`src/rtl/dsp_mavg_pkg.sv`:
```
// Shared types and sizing helpers for the moving-average stream stage.
package dsp_mavg_pkg;

    typedef enum logic [1:0] {
        ST_IDLE,
        ST_CALC,
        ST_WRITE
    } state_t;

    localparam int DEF_DATA_W        = 8;
    localparam int DEF_LOG2_MAX_TAPS = 3;

    function automatic int max_taps(input int log2_max_taps);
        return 1 << log2_max_taps;
    endfunction

    // Running sum holds up to 2^L full-scale samples without overflow.
    function automatic int sum_width(input int data_w, input int log2_max_taps);
        return data_w + log2_max_taps;
    endfunction

    localparam int DEF_SUM_W = sum_width(DEF_DATA_W, DEF_LOG2_MAX_TAPS);

    function automatic int clamp_tap(input int tap_log2, input int log2_max_taps);
        return (tap_log2 > log2_max_taps) ? log2_max_taps : tap_log2;
    endfunction

endpackage

```
`src/rtl/dsp_mavg_window.sv`:
```
// Circular sample history with running sum and fill counter for a 2^k-tap window.
module dsp_mavg_window
    import dsp_mavg_pkg::*;
#(
    parameter int DATA_W        = 8,
    parameter int LOG2_MAX_TAPS = 3,
    parameter int TAPSEL_W      = $clog2(LOG2_MAX_TAPS + 1)
) (
    input  logic                                          clk,
    input  logic                                          rst,
    input  logic                                          push,
    input  logic                                          clear,
    input  logic [DATA_W-1:0]                             sample,
    input  logic [TAPSEL_W-1:0]                           tap_log2,
    output logic [sum_width(DATA_W, LOG2_MAX_TAPS)-1:0]   sum_next,
    output logic                                          warm
);

    localparam int DEPTH = max_taps(LOG2_MAX_TAPS);
    localparam int SUM_W = sum_width(DATA_W, LOG2_MAX_TAPS);

    logic [DATA_W-1:0]        hist_q [DEPTH];
    logic [DATA_W-1:0]        hist_d [DEPTH];
    logic [LOG2_MAX_TAPS-1:0] ptr_q, ptr_d;
    logic [SUM_W-1:0]         sum_q, sum_d;
    logic [LOG2_MAX_TAPS:0]   fill_q, fill_d;
    logic [LOG2_MAX_TAPS:0]   n_taps;
    logic [LOG2_MAX_TAPS-1:0] old_idx;

    // With N == DEPTH the truncated offset is 0, so the oldest entry is the one being overwritten.
    assign n_taps   = (LOG2_MAX_TAPS + 1)'(1) << tap_log2;
    assign old_idx  = ptr_q - n_taps[LOG2_MAX_TAPS-1:0];
    assign sum_next = sum_q + SUM_W'(sample) - SUM_W'(hist_q[old_idx]);
    assign warm     = (fill_q >= n_taps);

    always_comb begin
        hist_d = hist_q;
        ptr_d  = ptr_q;
        sum_d  = sum_q;
        fill_d = fill_q;
        if (clear) begin
            for (int i = 0; i < DEPTH; i++) begin
                hist_d[i] = '0;
            end
            ptr_d  = '0;
            sum_d  = '0;
            fill_d = '0;
        end else if (push) begin
            hist_d[ptr_q] = sample;
            ptr_d         = ptr_q + LOG2_MAX_TAPS'(1);
            sum_d         = sum_next;
            if (fill_q != (LOG2_MAX_TAPS + 1)'(DEPTH)) begin
                fill_d = fill_q + (LOG2_MAX_TAPS + 1)'(1);
            end
        end
    end

    always_ff @(posedge clk or negedge rst) begin
        if (!rst) begin
            for (int i = 0; i < DEPTH; i++) begin
                hist_q[i] <= '0;
            end
            ptr_q  <= '0;
            sum_q  <= '0;
            fill_q <= '0;
        end else begin
            for (int i = 0; i < DEPTH; i++) begin
                hist_q[i] <= hist_d[i];
            end
            ptr_q  <= ptr_d;
            sum_q  <= sum_d;
            fill_q <= fill_d;
        end
    end

endmodule

```
`src/rtl/dsp_mavg_stream.sv`:
```
// Handshake-paced moving-average stage: pops an FWFT input FIFO, averages, pushes to an output FIFO.
module dsp_mavg_stream
    import dsp_mavg_pkg::*;
#(
    parameter int DATA_W        = 8,
    parameter int LOG2_MAX_TAPS = 3,
    parameter int CNT_W         = 16,
    parameter int TAPSEL_W      = $clog2(LOG2_MAX_TAPS + 1)
) (
    input  logic                clk,
    input  logic                rst,
    input  logic                enable,
    input  logic                bypass,
    input  logic                flush,
    input  logic [TAPSEL_W-1:0] tap_log2,
    input  logic                in_empty,
    input  logic [DATA_W-1:0]   in_rd_data,
    output logic                in_rd_inc,
    input  logic                out_full,
    output logic [DATA_W-1:0]   out_w_data,
    output logic                out_w_inc,
    output logic                busy,
    output logic                stall,
    output logic                warm,
    output logic [CNT_W-1:0]    out_count
);

    localparam int SUM_W = sum_width(DATA_W, LOG2_MAX_TAPS);

    state_t              state_q, state_d;
    logic [DATA_W-1:0]   sample_q, sample_d;
    logic [DATA_W-1:0]   data_q, data_d;
    logic [CNT_W-1:0]    count_q, count_d;
    logic [TAPSEL_W-1:0] tap_q, tap_d;
    logic                ready_q, ready_d;
    logic [TAPSEL_W-1:0] tap_eff;
    logic                win_push;
    logic                win_clear;
    logic [SUM_W-1:0]    sum_next;

    assign tap_eff = TAPSEL_W'(clamp_tap(int'(tap_log2), LOG2_MAX_TAPS));

    dsp_mavg_window #(
        .DATA_W        (DATA_W),
        .LOG2_MAX_TAPS (LOG2_MAX_TAPS),
        .TAPSEL_W      (TAPSEL_W)
    ) u_window (
        .clk      (clk),
        .rst      (rst),
        .push     (win_push),
        .clear    (win_clear),
        .sample   (sample_q),
        .tap_log2 (tap_q),
        .sum_next (sum_next),
        .warm     (warm)
    );

    always_comb begin
        state_d   = state_q;
        sample_d  = sample_q;
        data_d    = data_q;
        count_d   = count_q;
        tap_d     = tap_q;
        ready_d   = 1'b1;
        in_rd_inc = 1'b0;
        out_w_inc = 1'b0;
        stall     = 1'b0;
        win_push  = 1'b0;
        win_clear = 1'b0;
        case (state_q)
            ST_IDLE: begin
                if (flush) begin
                    win_clear = 1'b1;
                end else if (tap_eff != tap_q) begin
                    // New window length: restart the window before accepting any sample.
                    tap_d     = tap_eff;
                    win_clear = 1'b1;
                end else if (ready_q && enable && !in_empty) begin
                    in_rd_inc = 1'b1;
                    sample_d  = in_rd_data;
                    state_d   = ST_CALC;
                end
            end
            ST_CALC: begin
                if (flush) begin
                    win_clear = 1'b1;
                    state_d   = ST_IDLE;
                end else begin
                    win_push = 1'b1;
                    data_d   = bypass ? sample_q : DATA_W'(sum_next >> tap_q);
                    state_d  = ST_WRITE;
                end
            end
            ST_WRITE: begin
                if (flush) begin
                    win_clear = 1'b1;
                    state_d   = ST_IDLE;
                end else if (out_full) begin
                    stall = 1'b1;
                end else begin
                    out_w_inc = 1'b1;
                    count_d   = count_q + CNT_W'(1);
                    state_d   = ST_IDLE;
                end
            end
            default: begin
                state_d = ST_IDLE;
            end
        endcase
    end

    // ready_q keeps the pop strobe low while reset is asserted and for the first edge after it.
    always_ff @(posedge clk or negedge rst) begin
        if (!rst) begin
            state_q  <= ST_IDLE;
            sample_q <= '0;
            data_q   <= '0;
            count_q  <= '0;
            tap_q    <= '0;
            ready_q  <= 1'b0;
        end else begin
            state_q  <= state_d;
            sample_q <= sample_d;
            data_q   <= data_d;
            count_q  <= count_d;
            tap_q    <= tap_d;
            ready_q  <= ready_d;
        end
    end

    assign out_w_data = data_q;
    assign out_count  = count_q;
    assign busy       = (state_q != ST_IDLE);

endmodule

```
`config.mk`:
```
export PLATFORM = sky130hd
export DESIGN_NAME = dsp_mavg_stream
export DESIGN_NICKNAME = d
export VERILOG_FILES = /design/src/rtl/dsp_mavg_pkg.sv /design/src/rtl/dsp_mavg_window.sv /design/src/rtl/dsp_mavg_stream.sv
export SDC_FILE = /design/constraint.sdc
export NUM_CORES = 1
export LEC_CHECK = 0
export CAP_MARGIN = 25
export CELL_PAD_IN_SITES_DETAIL_PLACEMENT = 2
export CELL_PAD_IN_SITES_GLOBAL_PLACEMENT = 2
export CORE_ASPECT_RATIO = 0.7
export CORE_MARGIN = 2
export CORE_UTILIZATION = 29
export DETAILED_ROUTE_END_ITERATION = 10
export GPL_TIMING_DRIVEN = 0
export PLACE_DENSITY = 0.6
export SLEW_MARGIN = 30
export SYNTH_ARGS = -nofsm -noshare
export SYNTH_HDL_FRONTEND = slang
export SYNTH_SLANG_ARGS = --single-unit
export TNS_END_PERCENT = 10
```
`constraint.sdc`:
```
create_clock -name clk -period 14.2 [get_ports clk]
set_input_delay 2.84 -clock clk [delete_from_list [all_inputs] [get_ports clk]]
set_output_delay 2.84 -clock clk [all_outputs]
set_load 0.02 [all_outputs]
```
==> reports/metrics.cfg, run 1 <==
[status]
status = finished, final reports clean

[yosys]
synth-warning-count = 0
synth-edff-count = 0
ys_seq_area_share_pct = 45.2
syn_area_um2 = 6590
synth_seq_cells = 119
syn_nets = 657
async_flop_share_pct = 100
ys_types = 60
synth-main-ff-cell = dfrtp_1
syn_area_per_cell_um2 = 10.8
synthCells = 609

[setup_path]
crit_top_cell = clkdlybuf4s50_1
critPathSlowestCell = clkdlybuf4s50_1
cp-startpoint = tap_log2[0]
cp_top_family = buffers and inverters
crit_required_ns = 11.36
path_cells = clkdlybuf4s50_1, xor2_1, nor3_2, and4b_1, nand2_2, inv_1, clkdlybuf4s50_1
path_buf_inv = 3
path_max_fanout = 9
endpoint_kind = output port
worstPathArrival_ns = 4.92
critPathLaunchType = input pin
crit_path_max_incr_delay_ns = 0.60
crit_type = in2out
reg2reg_from = tap_q[1]$_DFFE_PN0P_

[placed_design]
io_buffers = 44
gp_congestion = 0.823
dpl.hpwl_mm = 15.7

[sta]
maxSlewHeadroom_pct = 42.0
finalCritPeriodShare_pct = 54.7
finalSetupViolations = 0
hold_violations = 0
drv_slew = 0
fmax_mhz = 129
rsz0062_at_grt = no
worst_pin_slew_ns = 0.866
finalSetupTns_ns = 0
post-route-min-period_ns = 7.76
finClkSkew_ns = 0.00724

[global_routing]
grt_pass1_wl_mm = 33.7
grt_pass1_vias = 5545
antenna_found_initial = 0
grt_max_degree = 66
track_usage_pct = 19.2
grt_remaining_overflow = 0

[final_layout]
layout_common_cells = 119 x dfrtp_1, 92 x nor2_1, 62 x mux2i_1, 43 x clkdlybuf4s50_1, 42 x nand2_1
diodes = 0
final_common_cell = dfrtp_1
final_nets = 721
area_growth_pct = 22.9
layout-drive-gt1-share_pct = 15.2

[die]
row_count = 46
die_w_um = 184
io_pins = 46
dieHeight_um = 130
start_util_pct = 29.3
design.die.area_um2 = 24000
coreArea_um2 = 22500

[power]
clkPwrFrac_pct = 26.7
p_leak_nw = 3.54
pwr-share-seq_pct = 22.5
switching_share_pct = 44.6
power_density_nw_per_um2 = 220
max-vdd-ir-drop_mv = 0.126
p_sw_mw = 0.794
p_int_mw = 0.987
total_power_mw = 1.78
p_comb_share_pct = 50.9

[detailed_routing]
vias_per_cell = 4.99
antenna_left = 0
detail_route.wl_per_cell_um = 21.3
post-route-drc-count = 0
drt_first_pass_iters = 4
vias = 4985
routed_wl_mm = 21.3
drtIter0Drc = 213

[run]
cap_viol_max_count = 0

[cts]
clockBufferDepth = 2
cts.clk_slew.worst_paths_ns = 0.06
cts_setup_buffers = 0
cts_made_buffers = 17
cts_resized = 0
cts_root_buffer = clkbuf_16
cts_hold_buf = 0
htree_levels = 4
clock-sinks = 119
cts_tree = yes
clk-insertion-delay-late_ns = 0.43

[hold_path]
min_from = out_count[15]$_DFFE_PN0P_
hold_class = reg2reg

==> kinds of logic after synthesis <==
family / count (synthesis) / share of synthesized area [%]
other cells: 1 / 0.0569
compound gates: 76 / 7.40
flops: 119 / 45.2
buf+inv: 60 / 3.87
xor+xnor: 33 / 4.82
simple gates: 197 / 14.0
fa+ha+maj: 31 / 6.91
mux: 92 / 17.8
==> stage by stage <==
step | std cells | hold WS (ns) | setup WS (ns) | area (um2) | util, %
after floorplan | 609 | 0.475 | 7.66 | 6590 | -
after global placement | 965 | 0.482 | 5.33 | 7420 | 33.0
after detailed placement | 966 | 0.489 | 6.39 | 7460 | 33.2
after CTS | 998 | 0.500 | 6.39 | 8100 | 36.0
after global routing | 998 | 0.524 | 6.29 | 8100 | 36.0
final | 998 | 0.487 | 6.44 | 8100 | 36.0
==> flip-flops by register name, summed over array words and instances (netlist names) <==
register         count
out_w_data           8
u_window.ptr_q       3
out_count           16
u_window.hist_q     64
tap_q                2
u_window.sum_q      11
ready_q              1
sample_q             8
u_window.fill_q      4
state_q              2
==> synthesized netlist by cell type (11+ instances only) <==
master	instances	area share (%)
a21oi_1	29	2.2
mux2_2	11	1.9
clkbuf_1	14	0.80
mux4_2	19	6.5
inv_1	23	1.3
nor2_1	92	5.2
dfrtp_1	119	45
buf_2	18	1.4
mux2i_1	62	9.4
ha_1	22	4.2
nand3_1	20	1.5
xnor2_1	20	2.7
nand2_1	42	2.4
==> metal layers <==
| metal | routed length [um] | share of wire (%) | track usage [%] |
|---|---|---|---|
| met2 | 9430 | 44 | 28.7 |
| met3 | 581 | 2.7 | 4.05 |
| met5 | 0 | 0 | 0 |
| met4 | 199 | 0.94 | 4.52 |
| met1 | 11100 | 52 | 28.4 |
==> path summary, 6_finish.rpt <==
path / endpoint / slack (ns) / cells after the start
max in group asynchronous: u_window.hist_q[25]$_DFFE_PN0P_ / 11.16 / 2
min in group asynchronous: out_w_data[7]$_DFFE_PN0P_ / 2.34 / 1
hold / removal: out_count[15]$_DFFE_PN0P_ / 0.49 / 1
setup / recovery: in_rd_inc / 6.44 / 7
hold reg to reg: out_count[15]$_DFFE_PN0P_ / 0.49 / 1
setup reg to reg: out_w_data[4]$_DFFE_PN0P_ / 8.08 / 16
==> cell type report <==
| class | instances | area [um2] |
|---|---|---|
| Buffer | 35 | 161 |
| Sequential cell | 119 | 2980 |
| Tap cell | 312 | 390 |
| Timing Repair Buffer | 45 | 473 |
| Clock buffer | 19 | 443 |
| Multi-Input combinational cell | 430 | 3360 |
| Clock inverter | 13 | 193 |
| Fill cell | 2424 | 14400 |
| Inverter | 25 | 93.8 |
==> power by group through the flow <==
stage / clock network (mW) / logic (mW) / registers, mW
global placement: 0 / 0.876 / 0.403
CTS: 0.488 / 0.910 / 0.401
global route: 0.503 / 0.985 / 0.405
floorplan: 0 / 0.571 / 0.413
detailed placement: 0 / 0.901 / 0.406
finish: 0.475 / 0.906 / 0.400
Note: power is estimated with default switching activity, not from simulation.
==> run 2, diff against run 1 <==
==> constraint.sdc (replaced) <==
create_clock -name clk -period 7.2 [get_ports clk]
set_input_delay 1.44 -clock clk [delete_from_list [all_inputs] [get_ports clk]]
set_output_delay 1.44 -clock clk [all_outputs]
set_load 0.02 [all_outputs]
==> results of run 2 <==
Same layout as run 1 (identical final DEF). Status: finished, final reports clean.
Main changes from that run: setup slack after placement 6.39 ns -> 1.05 ns; setup slack after layout 6.44 ns -> 1.08 ns; start point of the critical path tap_log2[0] -> tap_q[1]$_DFFE_PN0P_; end point of the critical path in_rd_inc -> out_w_data[4]$_DFFE_PN0P_; register-to-register setup slack 8.08 ns -> 1.08 ns; total power 1.78 mW -> 3.51 mW; worst IR drop on VDD 0.126 mV -> 0.248 mV
==> run 3, diff against run 2 <==
--- a/config.mk
+++ b/config.mk
@@ -13,7 +13,7 @@
 export CORE_UTILIZATION = 29
 export DETAILED_ROUTE_END_ITERATION = 10
 export GPL_TIMING_DRIVEN = 0
-export PLACE_DENSITY = 0.6
+export PLACE_DENSITY = 0.62
 export SLEW_MARGIN = 30
 export SYNTH_ARGS = -nofsm -noshare
 export SYNTH_HDL_FRONTEND = slang
==> constraint.sdc (replaced) <==
create_clock -name clk -period 5.1 [get_ports clk]
set_input_delay 1.02 -clock clk [delete_from_list [all_inputs] [get_ports clk]]
set_output_delay 1.02 -clock clk [all_outputs]
set_load 0.02 [all_outputs]
==> reports/metrics.cfg, run 3 (synthesis results as in run 1) <==
[global_routing]
antenna_found_initial = 0  ; unchanged
grt_pass1_wl_mm = 34.4  ; +2.1%
grt_max_degree = 69  ; +4.5%
grt_pass1_vias = 5589  ; +0.79%
track_usage_pct = 19.5  ; +0.30 points
grt_remaining_overflow = 0  ; unchanged

[die]
dieHeight_um = 130  ; unchanged
coreArea_um2 = 22500  ; unchanged
io_pins = 46  ; unchanged
design.die.area_um2 = 24000  ; unchanged
start_util_pct = 29.3  ; unchanged
row_count = 46  ; unchanged
die_w_um = 184  ; unchanged

[cts]
clockBufferDepth = 2  ; unchanged
htree_levels = 4  ; unchanged
cts.clk_slew.worst_paths_ns = 0.06  ; about the same
cts_made_buffers = 17  ; unchanged
cts_root_buffer = clkbuf_16
cts_tree = yes
clock-sinks = 119  ; unchanged
clk-insertion-delay-late_ns = 0.43  ; about the same

[status]
status = finished, final reports clean

[setup_path]
cp_top_family = adder cells
regToRegSetupSlack_ns = 0.08
reg2reg_from = tap_q[1]$_DFFE_PN0P_
worstPathArrival_ns = 5.33
path_cells = buf_6, buf_8, or3_4, fa_2, buf_12, buf_4, mux4_2, mux2i_4, fa_1, ha_4, o211ai_1, o21ai_2, buf_6, xnor2_4, inv_2, mux4_2, a221o_1
endpoint_kind = flop
critPathLaunchType = flop
path_buf_inv = 6
rr_endpoint = out_w_data[2]$_DFFE_PN0P_
path_max_fanout = 10
crit_path_max_incr_delay_ns = 0.71
critPathSlowestCell = fa_2
crit_required_ns = 5.41
rr_worst_depth = 17  ; +1
crit_type = reg2reg

[placed_design]
io_buffers = 44  ; unchanged
dpl.hpwl_mm = 15.9  ; +0.79%
gp_congestion = 0.815  ; -0.91%
dp_cells = 966  ; unchanged

[sta]
worst_pin_slew_ns = 0.836  ; -0.0303 ns
post-route-min-period_ns = 5.02
finalCritPeriodShare_pct = 98.5
maxSlewHeadroom_pct = 44.0  ; +2.0 points
rsz0062_at_grt = yes
hold_violations = 0  ; unchanged
finClkSkew_ns = 0.00982  ; +0.00258 ns
hold_slack_ns = 0.486  ; -0.00106 ns
fmax_mhz = 199
drv_slew = 0  ; unchanged
finalSetupViolations = 0  ; unchanged

[detailed_routing]
post-route-drc-count = 0  ; unchanged
vias_per_cell = 4.93  ; -1.3%
antenna_left = 0  ; unchanged
drtIter0Drc = 308  ; +45%
detail_route.wl_per_cell_um = 22.0  ; +3.1%
drt_first_pass_iters = 4  ; unchanged
vias = 5019  ; +0.68%
routed_wl_mm = 22.4  ; +5.2%

[final_layout]
regMostFlops = u_window.hist_q
layout-drive-gt1-share_pct = 21.0  ; +5.8 points
post-route-util_pct = 37.7  ; +1.7 points
area_growth_pct = 28.6
final_nets = 743  ; +3.1%
fill_cells = 2376  ; -2.0%
instances_no_fill = 1018  ; +2.0%
final_common_cell = dfrtp_1
layout_common_cells = 119 x dfrtp_1, 91 x nor2_1, 58 x mux2i_1, 43 x clkdlybuf4s50_1, 42 x nand2_1
largest_reg_flops = 64  ; unchanged
diodes = 0  ; unchanged

[power]
total_power_mw = 5.72
max-vdd-ir-drop_mv = 0.328
power_density_nw_per_um2 = 675
p_leak_nw = 3.67  ; +3.6%

[run]
cap_viol_max_count = 0  ; unchanged

[hold_path]
hold_class = in2async

run 3: per-stage QoR:
stage | setup WS (ns) | setup TNS (ns) | instance area [um2]
floorplan | 0.0206 | 0 | 6590
CTS | 0.000646 | 0 | 8200
finish | 0.0781 | 0 | 8470
detailed placement | -1.00 | -11.84 | 7460
global placement | -1.91 | -236.34 | 7420
global route | -0.0343 | -0.0625 | 8470
run 3: worst max path at each step:
stage / slack, ns / start / cells past startpoint / end
after floorplan: 0.02 / tap_q[1]$_DFFE_PN0P_ / 19 / out_w_data[2]$_DFFE_PN0P_
after global placement: -1.91 / rst / 1 / u_window.hist_q[25]$_DFFE_PN0P_
after detailed placement: -1.00 / tap_q[1]$_DFFE_PN0P_ / 19 / out_w_data[3]$_DFFE_PN0P_
after CTS: 0.0006 / tap_q[1]$_DFFE_PN0P_ / 15 / out_w_data[2]$_DFFE_PN0P_
after global routing: -0.03 / tap_q[1]$_DFFE_PN0P_ / 16 / out_w_data[6]$_DFFE_PN0P_
final: 0.08 / tap_q[1]$_DFFE_PN0P_ / 17 / out_w_data[2]$_DFFE_PN0P_
run 3: worst register-to-register path, delay by kind of cell, from the launching register on:
family / cells / cell delay, ns
AND/OR/NAND/NOR: 1 / 0.39
adder cells (fa/ha/maj): 3 / 1.52
AO/OA/AOI/OAI: 3 / 0.56
multiplexers: 3 / 1.15
buffers and inverters: 6 / 0.79
flip-flops: 1 / 0.37
XOR/XNOR: 1 / 0.12
run 3: repair_timing:
item | CTS | global route
buffers inserted | 5 | 17
hold buffers | 0 | 0
endpoints found under the setup margin | 17 | 12
gates cloned | 0 | 1
resized for setup | 25 | 19
pin swaps | 4 | 10
run 3: report_power, final:
part           leakage, nW  switching [mW]  internal (mW)
clock                0.280           0.461          0.775
sequential            1.63          0.0803           1.03
combinational         1.75            1.90           1.47
run 3: area by class of cell:
class                           count  area [um2]  area share, %
Tap cell                          312         390           4.61
Timing Repair Buffer               68         699           8.25
Inverter                           25        93.8           1.11
Buffer                             34         188           2.22
Multi-Input combinational cell    430        3540           41.8
Sequential cell                   119        2980           35.1
Clock inverter                      8         125           1.48
Clock buffer                       22         454           5.36
run 3: metal layers:
layer	wire length, um	vias to the layer above	track usage [%]	share of wire, %
met5	0	-	0	0
met1	11600	2645	29.3	52
met4	113	0	3.53	0.50
met2	9940	68	29.1	44
li1	-	2294	-	-
met3	758	12	4.21	3.4
